<file path="src/rtl/ifetch_unit.sv">
// Instruction-fetch / program-counter unit: fetches one instruction per execute slot
// over a ready handshake, resolves branch/jal/jalr targets and traps on misaligned targets.
module ifetch_unit #(
  parameter logic [31:0] RESET_PC  = 32'h0000_0000,
  parameter logic [31:0] NOP_INSTR = 32'h0000_0013
) (
  input  logic        clk,
  input  logic        rst_n,
  output logic        imem_req,
  output logic [31:0] imem_addr,
  input  logic        imem_ready,
  input  logic [31:0] imem_rdata,
  input  logic        hold,
  input  logic        branch,
  input  logic        jal,
  input  logic        jalr,
  input  logic        zero,
  input  logic [31:0] alu_result,
  output logic [31:0] instr,
  output logic        instr_valid,
  output logic [31:0] pc,
  output logic [31:0] pc_plus4,
  output logic        trap,
  output logic [31:0] trap_pc,
  output logic [31:0] instret
);

  typedef enum logic [1:0] {
    S_RST   = 2'd0,
    S_FETCH = 2'd1,
    S_EXEC  = 2'd2,
    S_TRAP  = 2'd3
  } state_t;

  state_t      state, state_nxt;
  logic [31:0] target;
  logic        fetch_done;
  logic        retire;
  logic        misaligned;

  assign pc_plus4    = pc + 32'd4;
  assign imem_addr   = pc;
  assign imem_req    = (state == S_FETCH);
  assign instr_valid = (state == S_EXEC);

  // jalr has priority over jal/branch; jalr clears bit 0 of its target.
  always_comb begin
    if (jalr)
      target = {alu_result[31:1], 1'b0};
    else if ((branch && zero) || jal)
      target = pc + alu_result;
    else
      target = pc_plus4;
  end

  assign fetch_done = (state == S_FETCH) && imem_ready;
  assign retire     = (state == S_EXEC) && !hold;
  assign misaligned = (target[1:0] != 2'b00);

  always_ff @(posedge clk) begin
    // NOTE: sequential state uses non-blocking assignments so every register
    // samples pre-edge values, independent of statement order.
    if (!rst_n) state <= S_RST;
    else        state <= state_nxt;
  end

  always_comb begin
    // NOTE: default first so every path assigns state_nxt and no latch is inferred.
    state_nxt = state;
    unique case (state)
      S_RST:   state_nxt = S_FETCH;
      S_FETCH: if (imem_ready) state_nxt = S_EXEC;
      S_EXEC:  if (!hold)      state_nxt = misaligned ? S_TRAP : S_FETCH;
      S_TRAP:  state_nxt = S_TRAP;
      default: state_nxt = S_RST;
    endcase
  end

  always_ff @(posedge clk) begin
    if (!rst_n) begin
      pc      <= RESET_PC;
      instr   <= NOP_INSTR;
      trap    <= 1'b0;
      trap_pc <= 32'd0;
      instret <= 32'd0;
    end else begin
      if (fetch_done)
        instr <= imem_rdata;
      if (retire) begin
        instret <= instret + 32'd1;
        if (misaligned) begin
          // pc keeps pointing at the faulting instruction.
          trap    <= 1'b1;
          trap_pc <= target;
        end else begin
          pc <= target;
        end
      end
    end
  end

endmodule

</file>
<file path="config.mk">
export PLATFORM = sky130hd
export DESIGN_NAME = ifetch_unit
export DESIGN_NICKNAME = d
export VERILOG_FILES = /design/src/rtl/ifetch_unit.sv
export SDC_FILE = /design/constraint.sdc
export NUM_CORES = 1
export LEC_CHECK = 0
export CAP_MARGIN = 15
export CORE_UTILIZATION = 44
export CTS_CLUSTER_DIAMETER = 100
export CTS_CLUSTER_SIZE = 10
export DETAILED_ROUTE_END_ITERATION = 8
export PLACE_DENSITY_LB_ADDON = 0.15
export SYNTH_ARGS = -nofsm -noshare
export SYNTH_HDL_FRONTEND = slang
export SYNTH_SLANG_ARGS = --single-unit
</file>
<file path="constraint.sdc">
create_clock -name clk -period 8.6 [get_ports clk]
set_clock_uncertainty 0.2 [all_clocks]
set_input_delay 2.15 -clock clk [delete_from_list [all_inputs] [get_ports clk]]
set_output_delay 2.15 -clock clk [all_outputs]
set_load 0.005 [all_outputs]
</file>
### After elaboration in Yosys (flattened, before gate mapping)

Cells that the tools add are included.

| storage, ports and cells | value |
|---|---|
| register bits | 131 |
| bits in latches | 0 |
| bits in writable memories | 0 |
| bits in read-only memories | 0 |
| input port bits | 72 |
| output and inout port bits | 195 |
| word-level logic and storage cells | 31 |
| memories | 0 |

| cells by class | value |
|---|---|
| $add $sub $neg | 3 |
| $mul | 0 |
| div/mod/pow operators | 0 |
| magnitude comparators | 0 |
| equality and inequality tests | 5 |
| shifts and indexed selects | 0 |
| mux-type cells | 6 |
| bitwise logic cells | 1 |
| reductions and logical operators | 10 |

Operator list:

| cell | count |
|---|---|
| 2-to-1 mux 32 bit | 2 |
| adder 32 x 1 -> 32 bit (second input constant) | 1 |
| adder 32 x 3 -> 32 bit (second input constant) | 1 |
| adder 32 bit | 1 |
| case mux 2 bit (4 select lines) | 1 |
| 2-to-1 mux 2 bit | 3 |
| AND reduction 2 bit | 3 |
| == test 2 bit (second input constant) | 2 |
| logical AND 1 bit | 3 |
| == test 2 x 1 -> 1 bit (second input constant) | 1 |
| logical NOT 2 bit | 1 |
| inequality test 2 x 1 -> 1 bit (second input constant) | 1 |
| inequality test 2 bit (second input constant) | 1 |
| nonzero test 2 bit | 1 |
| logical NOT 1 bit | 1 |
| logical OR 1 bit | 1 |
| NOT 1 bit | 1 |

### Depth between registers and ports, before layout

Gate-level depths: netlist (run 1).

| logic depth | value |
|---|---|
| depth in word-level cells | 8 |
| depth in mapped cells | 11 |
| mapped depth without buffers | 10 |

### Least setup slack after synthesis (run 1)

Ideal clock, no wire load.

| path | value |
|---|---|
| path type | in2reg |
| start | in alu_result[0] |
| end | reg pc[24] (netlist: imem_addr[24]) |
| arrival | 4.182 ns |
| required time | 8.299 ns |
| setup slack | 4.117 ns |
| cell stages on the path | 10 |
| path buffers | 0 |
| path through | ha_1 fa_1 a211oi_2 o211ai_2 nand2_4 a2111oi_4 o2111ai_1 mux2i_1 nor2_1 o41ai_1 |

| on the way | value |
|---|---|
| cells in the longest elaborated chain, start to end | 6 |

Ends and longest elaborated chain:

| element | line | source |
|---|---|---|
| from (decl) | 18 | `input logic [31:0] alu_result,` |
| adder 32 bit * | 51 | `target = pc + alu_result;` |
| 2-to-1 mux 32 bit * | 50 | `else if ((branch && zero) \|\| jal)` |
| 2-to-1 mux 32 bit * | 48 | `if (jalr)` |
| nonzero test 2 bit | 58 | `assign misaligned = (target[1:0] != 2'b00);` |
| NOT 1 bit (no line) | -- |  |
| AND reduction 2 bit (no line) | -- |  |
| to (signal assigned) | 96 | `pc <= target;` |
| to (decl) | 21 | `output logic [31:0] pc,` |

Mark *: on every way between the ends. The rest lies on a longest branch, timed or not.
A chain may end at the register's enable or synchronous reset.

### Worst setup path after layout (run 1)

| path | value |
|---|---|
| start | reg pc[2] (netlist: imem_addr[2]) |
| end | out pc_plus4[28] |

| on the way | value |
|---|---|
| cells in the longest elaborated chain, start to end | 1 |

Ends and longest elaborated chain:

| element | line | source |
|---|---|---|
| adder 32 x 3 -> 32 bit | 41 | `assign pc_plus4 = pc + 32'd4;` |
| to (decl) | 22 | `output logic [31:0] pc_plus4,` |

No other way between the ends.

==> summary.md, run 1 <==
| Metric | Value |
|---|---|
| Buffers & Inverters on Critical Path | 1 |
| ANT cells | 0 |
| Die Wd | 140 um |
| M1 WL | 12.0 mm |
| Netlist cell types | 66 |
| Lkg Pwr | 4.32 nW |
| Final worst-path cycle share | 65.5% |
| Comb power frac | 14.0% |
| Worst-Margin Slew | 1120 ps |
| Overall die area | 0.0196 mm^2 |
| Clock sink count | 131 |
| Grt ovf | 0 |
| Core ar. | 0.0186 mm^2 |
| Count leader, synth | nand2_1 |
| Yosys top cell area share | 31.3% |
| CTS root buf | clkbuf_16 |
| Commonest cells in the netlist | nand2_1, dfxtp_1, nand3_1 |
| Number of flops mapped to enable cells by yosys | 0 |
| Multi-input gate area | 0.00523 mm^2 |
| Mapped cell area | 0.00837 mm^2 |
| R2R Setup Slk | 5150 ps |
| Rows | 50 |
| Ports | 267 |
| Net Sw Frac | 27.7% |
| Post_cts resized | 0 |
| YS warnings | 0 |
| FF-to-FF End | trap_pc[31] |
| WHS Endpoint | instr[19] |
| Height of the chip | 140 um |
| Gpl congestion | 0.950 |
| Slew Viols, Final | 0 |
| Main synth FF type | dfxtp_1 |
| Crit-path leading delay family | simple AND/OR/NAND/NOR gates |
| Routed wl met3 | 2.03 mm |
| Sw Pwr | 0.434 mW |
| Htree depth | 4 |
| VDD IR-drop max | 0.129 mV |
| Final wirelength | 26.6 mm |
| Final Hold Vio Count | 0 |
| Hold Crit Class | register to register |
| Seq/Total Area, Yosys | 31.3% |
| Nets@finish | 1371 |
| Hold Startpoint | instr[19] |
| Fraction of layout instances using a drive strength above 1 | 5.24% |
| Seq cells post-synth | 131 |
| Max Cap Violations | 0 |
| Unrepaired setup endpoints after global routing | false |
| Worst endpoint required time | 6250 ps |
| Critical Path Max Stage Delay | 600 ps |
| Peak Freq | 0.177 GHz |
| Largest net degree at the start of global routing | 82 |
| Clock power share | 45.6% |
| Total Power | 1.57 mW |
| Initial Utilization | 44.9% |
| Reg clk slew, reported paths | 70 ps |
| Area Growth Syn to Fin | 37.1% |
| Vias in the first global route | 7842 |
| Status | finished clean |
| P_int | 1.13 mW |
| FILL cells | 1679 |
| Mapped Avg Cell Area | 7.83 um^2 |
| DP HPWL | 19.0 mm |
| GRT Total Usage | 27.0% |
| Slowest-stage cell, CP | nor4_4 |
| Initial DRC Count | 461 |
| Post-CTS Setup Bufs | 0 |
| Initial antenna violation count | 0 |
| Period minus WS final | 5630 ps |
| CP endpoint kind | output pin |
| Reg area | 0.00262 mm^2 |
| Synth top area cells | dfxtp_1, nand2_1, xnor2_1 |
| Synth area leader | dfxtp_1 |
| Post-DRT Antenna Nets | 0 |
| Setup Viol. Count Final | 0 |
| Syn nets | 1174 |
| Startpoint Class | register |
| Critical path arrival | 3280 ps |
| Sum Neg Setup Slack | 0 ps |
| CTS buffer count | 17 |
| # DRC | 0 |
| Pre-CTS WS | 2500 ps |
| Final worst slack | 2970 ps |
| Max_slew headroom | 25.2% |
| Reg2Reg Launch Point | imem_addr[0] |
| Met2 Routed Length | 12.0 mm |
| Pre-Repair DR Iteration Count | 5 |
| Clock Latency Late Sink | 420 ps |
| CTS tree | done |
| Hold depth | 2 |
| Crit path cell chain | ha_1 > nand2_1 > nor4_4 > nand3_1 > xnor2_1 > clkdlybuf4s50_1 |
| Post-Synthesis Cells | 1068 |
| Vias per cell | 5.68 |
| Power per Cell Area | 137 mW/mm^2 |
| Max layer used | met4 |
| Vias | 8592 |
| First-pass GRT wire length | 42.0 mm |
| Post-synth ARST share | 0% |
| Crit Path Class | register to output pin |
| Critical Path Fanout Max | 10 |
| WL per Instance | 17.6 um |
| R2r worst-path depth | 9 |
| Longest Clk Path Bufs | 2 |
| Hold-fix buffers, CTS | 0 |
| Flop pwr share | 40.4% |
| Buffers on Ports | 266 |
[layout make-up]
class	instances	share of cell area (%)
clock buffer	18	3.74
clock inverter	14	1.24
inverter	8	0.262
multi-input combinational	833	45.6
sequential	131	22.9
tap	234	2.55
timing repair buffer	274	23.8
[registers in the layout, indices dropped and copies added (netlist names)]
register	flops
imem_addr	32
instr	32
instret	32
state	2
trap	1
trap_pc	32
[worst reg2reg max path, delay by kind of cell (launching register included)]
family / cells / cell delay, ps
AO/OA/AOI/OAI: 2 / 340
adder cells (fa/ha/maj): 2 / 780
flip-flops: 1 / 370
multiplexers: 1 / 60
AND/OR/NAND/NOR: 4 / 1640
[how the worst max path moves through the flow]
stage	start	slack (ps)	end	cells after the start
2_1_floorplan	alu_result[0]	4120	imem_addr[24]	10
3_3_place_gp	branch	2650	imem_addr[31]	10
3_5_place_dp	zero	2500	imem_addr[21]	9
4_1_cts	zero	2920	imem_addr[21]	9
5_1_grt	imem_addr[2]	2800	pc_plus4[26]	6
6_report	imem_addr[2]	2970	pc_plus4[28]	6
[metrics by stage]
stage / hold WS (ps) / instance area [um^2] / instances / utilization, %
detailed placement: 257 / 10900 / 1479 / 58.4
floorplan: 260 / 8370 / 1068 / -
finish: 263 / 11500 / 1512 / 61.5
global route: 282 / 11500 / 1512 / 61.5
global placement: 249 / 10900 / 1479 / 58.4
CTS: 266 / 11500 / 1511 / 61.4
[power groups by stage]
stage / clock [mW] / sequential (mW) / combinational, mW
after floorplan: 0 / 0.645 / 0.116
after global placement: 0 / 0.646 / 0.217
after detailed placement: 0 / 0.646 / 0.217
after CTS: 0.727 / 0.633 / 0.218
after global routing: 0.755 / 0.635 / 0.240
final: 0.715 / 0.633 / 0.220
[cell families (layout without fill, tap and decap cells)]
logic type               after synthesis  in the layout  synth area share (%)
multiplexers                           6              6                 0.718
AO/OA/AOI/OAI                        280            280                  23.0
buffers and inverters                104            314                  6.27
XOR/XNOR                              76             76                  7.96
flip-flops                           131            131                  31.3
adder cells (fa/ha/maj)               34             34                  5.18
AND/OR/NAND/NOR                      437            437                  25.5
[placed cells by master (no fill, tap or decap), types with 11 or more instances in the layout]
cell type / synthesis / layout
nand2_1: 189 / 189
o21a_1: 11 / 11
ha_1: 33 / 33
o31ai_1: 14 / 14
nand3_1: 76 / 76
and2_1: 38 / 38
o211ai_1: 16 / 16
nor2_1: 38 / 37
xor2_1: 19 / 19
nor3_1: 13 / 13
clkbuf_16: 0 / 17
clkdlybuf4s50_1: 0 / 265
a21boi_0: 48 / 48
o21ai_0: 56 / 56
and3_1: 19 / 19
a31oi_1: 12 / 12
a21oi_1: 46 / 45
dfxtp_1: 131 / 131
nand4_1: 22 / 22
xnor2_1: 57 / 57
[per-layer routing]
layer  up-vias  track usage [%]
met2       378             43.2
li1       4181                -
met5         -                0
met1      3991             36.3
met4         0             8.27
met3        42             5.51
(Power assumes the default switching activity.)
==> run 2: changes to the inputs <==
--- a/config.mk
+++ b/config.mk
@@ -6,7 +6,7 @@
 export NUM_CORES = 1
 export LEC_CHECK = 0
 export CAP_MARGIN = 15
-export CORE_UTILIZATION = 44
+export CORE_UTILIZATION = 43
 export CTS_CLUSTER_DIAMETER = 100
 export CTS_CLUSTER_SIZE = 10
 export DETAILED_ROUTE_END_ITERATION = 8
==> constraint.sdc (replaced) <==
create_clock -name clk -period 4.5 [get_ports clk]
set_clock_uncertainty 0.2 [all_clocks]
set_input_delay 1.125 -clock clk [delete_from_list [all_inputs] [get_ports clk]]
set_output_delay 1.125 -clock clk [all_outputs]
set_load 0.005 [all_outputs]
==> run 2 against run 1 <==
Setup slack got worse by 2800 ps. Total power rose by 98%. Count of clock-buffer cells in the layout is 1 higher. Sequential share of layout area down 0.54 points. Critical endpoint is now pc_plus4[25]. Clock power up 110%.
==> summary.md, run 2 (same netlist as run 1, synthesis figures left out) <==
| Metric | Value |
|---|---|
| Vias per cell | 5.56 |
| Unrepaired setup endpoints after global routing | false |
| Final Hold Vio Count | 0 |
| Ports | 267 |
| Critical Path Max Stage Delay | 570 ps |
| Status | finished clean |
| Crit-path leading delay family | simple AND/OR/NAND/NOR gates |
| Vias in the first global route | 8187 |
| Core ar. | 0.0189 mm^2 |
| Largest net degree at the start of global routing | 104 |
| Slew Viols, Final | 0 |
| WL per Instance | 17.5 um |
| Total Power | 3.11 mW |
| Critical path arrival | 3000 ps |
| Worst setup path start | imem_addr[16] |
| Height of the chip | 141 um |
| DP HPWL | 19.9 mm |
| Clock Latency Late Sink | 420 ps |
| Overall die area | 0.0200 mm^2 |
| Hold Crit Class | register to register |
| GRT Total Usage | 27.1% |
| Max_slew headroom | 58.4% |
| Final worst-path cycle share | 96.1% |
| CP endpoint kind | output pin |
| Gpl congestion | 0.917 |
| Fraction of layout instances using a drive strength above 1 | 7.21% |
| Longest Clk Path Bufs | 2 |
| Htree depth | 4 |
| Crit Path Class | register to output pin |
| Most frequent cells in the layout | clkdlybuf4s50_1, nand2_1, dfxtp_1, nand3_1, xnor2_1 |
| Final wirelength | 27.4 mm |
| Area Growth Syn to Fin | 40.4% |
| Hold Startpoint | instr[20] |
| Buffers on Ports | 266 |
| Initial DRC Count | 531 |
| Rows | 50 |
| R2r worst-path depth | 10 |
| VDD IR-drop max | 0.256 mV |
| Worst-Margin Slew | 624 ps |
| Nets@finish | 1397 |
| Clock sink count | 131 |
| Setup Viol. Count Final | 0 |
| Final hold slack | 260 ps |
| Crit path depth | 6 |
| Crit path cell chain | and4_1 > and3_1 > and2_1 > nand4_1 > xnor2_1 > clkdlybuf4s50_1 |
| Critical Path Fanout Max | 9 |
| First-pass GRT wire length | 42.6 mm |
| Peak Freq | 0.231 GHz |
| Initial Utilization | 44.3% |
| Initial antenna violation count | 0 |
| ANT cells | 0 |
| Reg2Reg Launch Point | imem_addr[0] |
| Sum Neg Setup Slack | 0 ps |
| Startpoint Class | register |
| Post-DRT Antenna Nets | 0 |
| Period minus WS final | 4320 ps |
| CTS root buf | clkbuf_16 |
| Hold depth | 2 |
| Worst endpoint required time | 3170 ps |
| Buffers & Inverters on Critical Path | 1 |
| Lkg Pwr | 4.47 nW |
| # DRC | 0 |
| Commonest non-fill, non-tap cell in the layout | clkdlybuf4s50_1 |
| CTS tree | done |
| Die Wd | 141 um |
| Slowest-stage cell, CP | clkdlybuf4s50_1 |
| Grt ovf | 0 |
| Max Cap Violations | 0 |
| CTS buffer count | 17 |
| Pre-Repair DR Iteration Count | 5 |
| Power per Cell Area | 265 mW/mm^2 |
| Reg clk slew, reported paths | 60 ps |
| Vias | 8689 |
[run 2: layout make-up]
cell class	count	area [um^2]
multi-input combinational	833	5230
clock inverter	13	173
clock buffer	19	443
tap	260	325
timing repair buffer	300	2930
fill	1748	7150
inverter	8	30.0
sequential	131	2620
[run 2: final timing paths]
path,end,slack [ps]
worst min register to register,instr[20],260
worst max-delay path,pc_plus4[25],180
worst max register to register,imem_addr[24],1330
worst min-delay path,instr[20],260
[run 2: worst min-delay path, stage by stage, from the launching register on]
cell and delay (ps):
dfxtp_1 310, nand2_1 40, a21boi_0 60
[run 2: power breakdown]
| part | switching (mW) | internal, mW |
|---|---|---|
| combinational | 0.223 | 0.209 |
| sequential | 0.0217 | 1.19 |
| clock | 0.573 | 0.895 |
| total | 0.818 | 2.29 |
[run 2: per-stage QoR]
| stage | setup WS (ps) | util (%) | cells | area (um^2) |
|---|---|---|---|---|
| final | 178 | 62.2 | 1564 | 11700 |
| after floorplan | 1040 | - | 1068 | 8370 |
| after detailed placement | 304 | 58.8 | 1530 | 11100 |
| after global placement | 350 | 58.8 | 1530 | 11100 |
| after CTS | 112 | 62.1 | 1562 | 11700 |
| after global routing | 68.9 | 62.2 | 1564 | 11700 |
[run 2: timing repair]
item,CTS,global route
setup buffers,0,2
setup endpoints to repair,0,5
hold buffers,0,0
resized for setup,0,1
[run 2: layer usage]
layer	wire length, um	share of wire [%]	track usage [%]
met4	752	2.7	10.4
met2	12400	45	43.7
met5	0	0	0
met3	2350	8.6	6.04
met1	11800	43	35.3
==> run 3: changes to the inputs <==
--- a/config.mk
+++ b/config.mk
@@ -6,6 +6,7 @@
 export NUM_CORES = 1
 export LEC_CHECK = 0
 export CAP_MARGIN = 15
+export CORE_MARGIN = 2
 export CORE_UTILIZATION = 43
 export CTS_CLUSTER_DIAMETER = 100
 export CTS_CLUSTER_SIZE = 10
==> run 3 against run 2 <==
Sequential share of layout area shrank 0.11 points. Count of clock-buffer cells in the layout down 1. Critical path type unchanged. Core utilization is 0.95 points lower. Cell count rose by 0.38%. Hold slack gained 2.9 ps. Register-to-register slack improved by 90 ps. Largest cell class unchanged. Critical endpoint unchanged. First-iteration DRC count up 32%. Wire length fell by 1.0%. Global-route usage is 1.5 points lower. Die area rose by 2.8%. Flip-flop and latch count unchanged.
==> summary.md, run 3 (same netlist as run 1, synthesis figures left out) <==
| Metric | Value |
|---|---|
| Status | finished clean |
| Worst endpoint required time | 3170 ps |
| Vias | 8631 |
| Clock sink count | 131 |
| Sw Pwr | 0.823 mW |
| Unrepaired setup endpoints after global routing | false |
| Ports | 267 |
| Gpl congestion | 0.953 |
| Post-DRT Antenna Nets | 0 |
| Vias in the first global route | 7824 |
| Critical Path Fanout Max | 9 |
| Max Cap Violations | 0 |
| Hold-fix buffers, CTS | 0 |
| Reg2Reg Launch Point | imem_addr[0] |
| # DRC | 0 |
| Power per Cell Area | 273 mW/mm^2 |
| CTS tree | done |
| WHS Endpoint | instr[16] |
| Height of the chip | 143 um |
| Period minus WS final | 4280 ps |
| Rows | 51 |
| Area Growth Syn to Fin | 41.1% |
| Total Power | 3.23 mW |
| DP HPWL | 19.7 mm |
| Initial Utilization | 43.4% |
| Sum Neg Setup Slack | 0 ps |
| FILL cells | 1782 |
| Peak Freq | 0.234 GHz |
| Grt ovf | 0 |
| CTS buffer count | 17 |
| Design area | 0.0118 mm^2 |
| Nets@finish | 1398 |
| Slew Viols, Final | 0 |
| CTS root buf | clkbuf_16 |
| First-pass GRT wire length | 41.7 mm |
| Hold Startpoint | instr[16] |
| Vias per cell | 5.50 |
| R2r worst-path depth | 10 |
| Reg clk slew, reported paths | 60 ps |
| Final Hold Vio Count | 0 |
| Comb power frac | 13.4% |
| Crit Path Class | register to output pin |
| CP endpoint kind | output pin |
| WL per Instance | 17.2 um |
| Most frequent cells in the layout | clkdlybuf4s50_1, nand2_1, dfxtp_1, nand3_1, xnor2_1 |
| VDD IR-drop max | 0.270 mV |
| Setup Viol. Count Final | 0 |
| Buffers on Ports | 266 |
| Clock Latency Late Sink | 420 ps |
| Hold Crit Class | register to register |
| Commonest non-fill, non-tap cell in the layout | clkdlybuf4s50_1 |
| GRT Total Usage | 25.6% |
| Pre-Repair DR Iteration Count | 5 |
| Final hold slack | 263 ps |
| Startpoint Class | register |
| Largest net degree at the start of global routing | 61 |
| Longest Clk Path Bufs | 2 |
| Net Sw Frac | 25.5% |
| Clock power share | 49.2% |
| Lkg Pwr | 4.50 nW |
| Die Wd | 143 um |
| R2R Setup Slk | 1420 ps |
| Critical path arrival | 2950 ps |
| Initial antenna violation count | 1 |
| Htree depth | 4 |
| Post-DP Area | 0.0111 mm^2 |
| Core ar. | 0.0193 mm^2 |
| Final wirelength | 27.1 mm |
| Max_slew headroom | 54.5% |
| Hold depth | 2 |
| Initial DRC Count | 703 |
| Overall die area | 0.0206 mm^2 |
| Final worst-path cycle share | 95.1% |
| P_int | 2.40 mW |
| Worst-Margin Slew | 675 ps |
| Fraction of layout instances using a drive strength above 1 | 7.29% |
| FF-to-FF End | imem_addr[16] |
| Flop pwr share | 37.4% |
run 3: changes by cell type in the layout (fill, tap and decap cells not counted), sizes merged:
cell,previous run,this run
buf,35,36
diode,0,1
clkbuf,19,18
clkinvlp,4,1
inv,11,12
bufinv,3,5
run 3: critical path, cell delays in order, from the launching register on:
cell and delay (ps):
dfxtp_1 540, and4_1 290, and3_1 430, and2_1 310, nand4_1 140, xnor2_1 260, clkdlybuf4s50_1 560
run 3: metrics by stage:
stage	std cells	worst slack, ps	utilization, %
after floorplan	1068	1040	-
after global placement	1536	406	57.7
after detailed placement	1536	381	57.7
after CTS	1567	113	61.1
after global routing	1569	63.4	61.2
final	1570	221	61.2
run 3: metal layers:
layer	up-vias	GRT usage, %	share of wire (%)
met5	-	0	0
met4	0	8.15	1.8
met3	38	5.63	7.5
met2	357	40.3	46
met1	4001	35.1	45
li1	4235	-	-
run 3: timing repair:
item | CTS | global route
gates resized for setup | 0 | 1
hold endpoints to repair | 0 | 0
setup endpoints to repair | 0 | 3
buffers inserted | 0 | 2
run 3: worst max-delay path by stage:
stage,endpoint,depth (start not counted),from
after floorplan,imem_addr[24],10,alu_result[0]
after global placement,trap_pc[16],11,alu_result[0]
after detailed placement,imem_addr[16],11,alu_result[0]
after CTS,pc_plus4[26],6,imem_addr[3]
after global routing,pc_plus4[25],6,imem_addr[16]
final,pc_plus4[25],6,imem_addr[16]
run 3: final cells by class:
class                   count  area [um^2]  area share [%]
multi-input cells         833         5230            44.3
clock inverters            13          221            1.88
repair buffers            301         2920            24.8
flip-flops and latches    131         2620            22.2
clock buffers              18          439            3.72
inverters                   8         30.0           0.254
diodes                      1         2.50          0.0212
well taps                 265          332            2.81
run 3: power groups by stage:
stage / Clock [mW] / Sequential [mW] / Combinational, mW
after floorplan: 0 / 1.23 / 0.221
after global placement: 0 / 1.23 / 0.424
after detailed placement: 0 / 1.23 / 0.425
after CTS: 1.61 / 1.21 / 0.428
after global routing: 1.66 / 1.21 / 0.468
final: 1.59 / 1.21 / 0.431
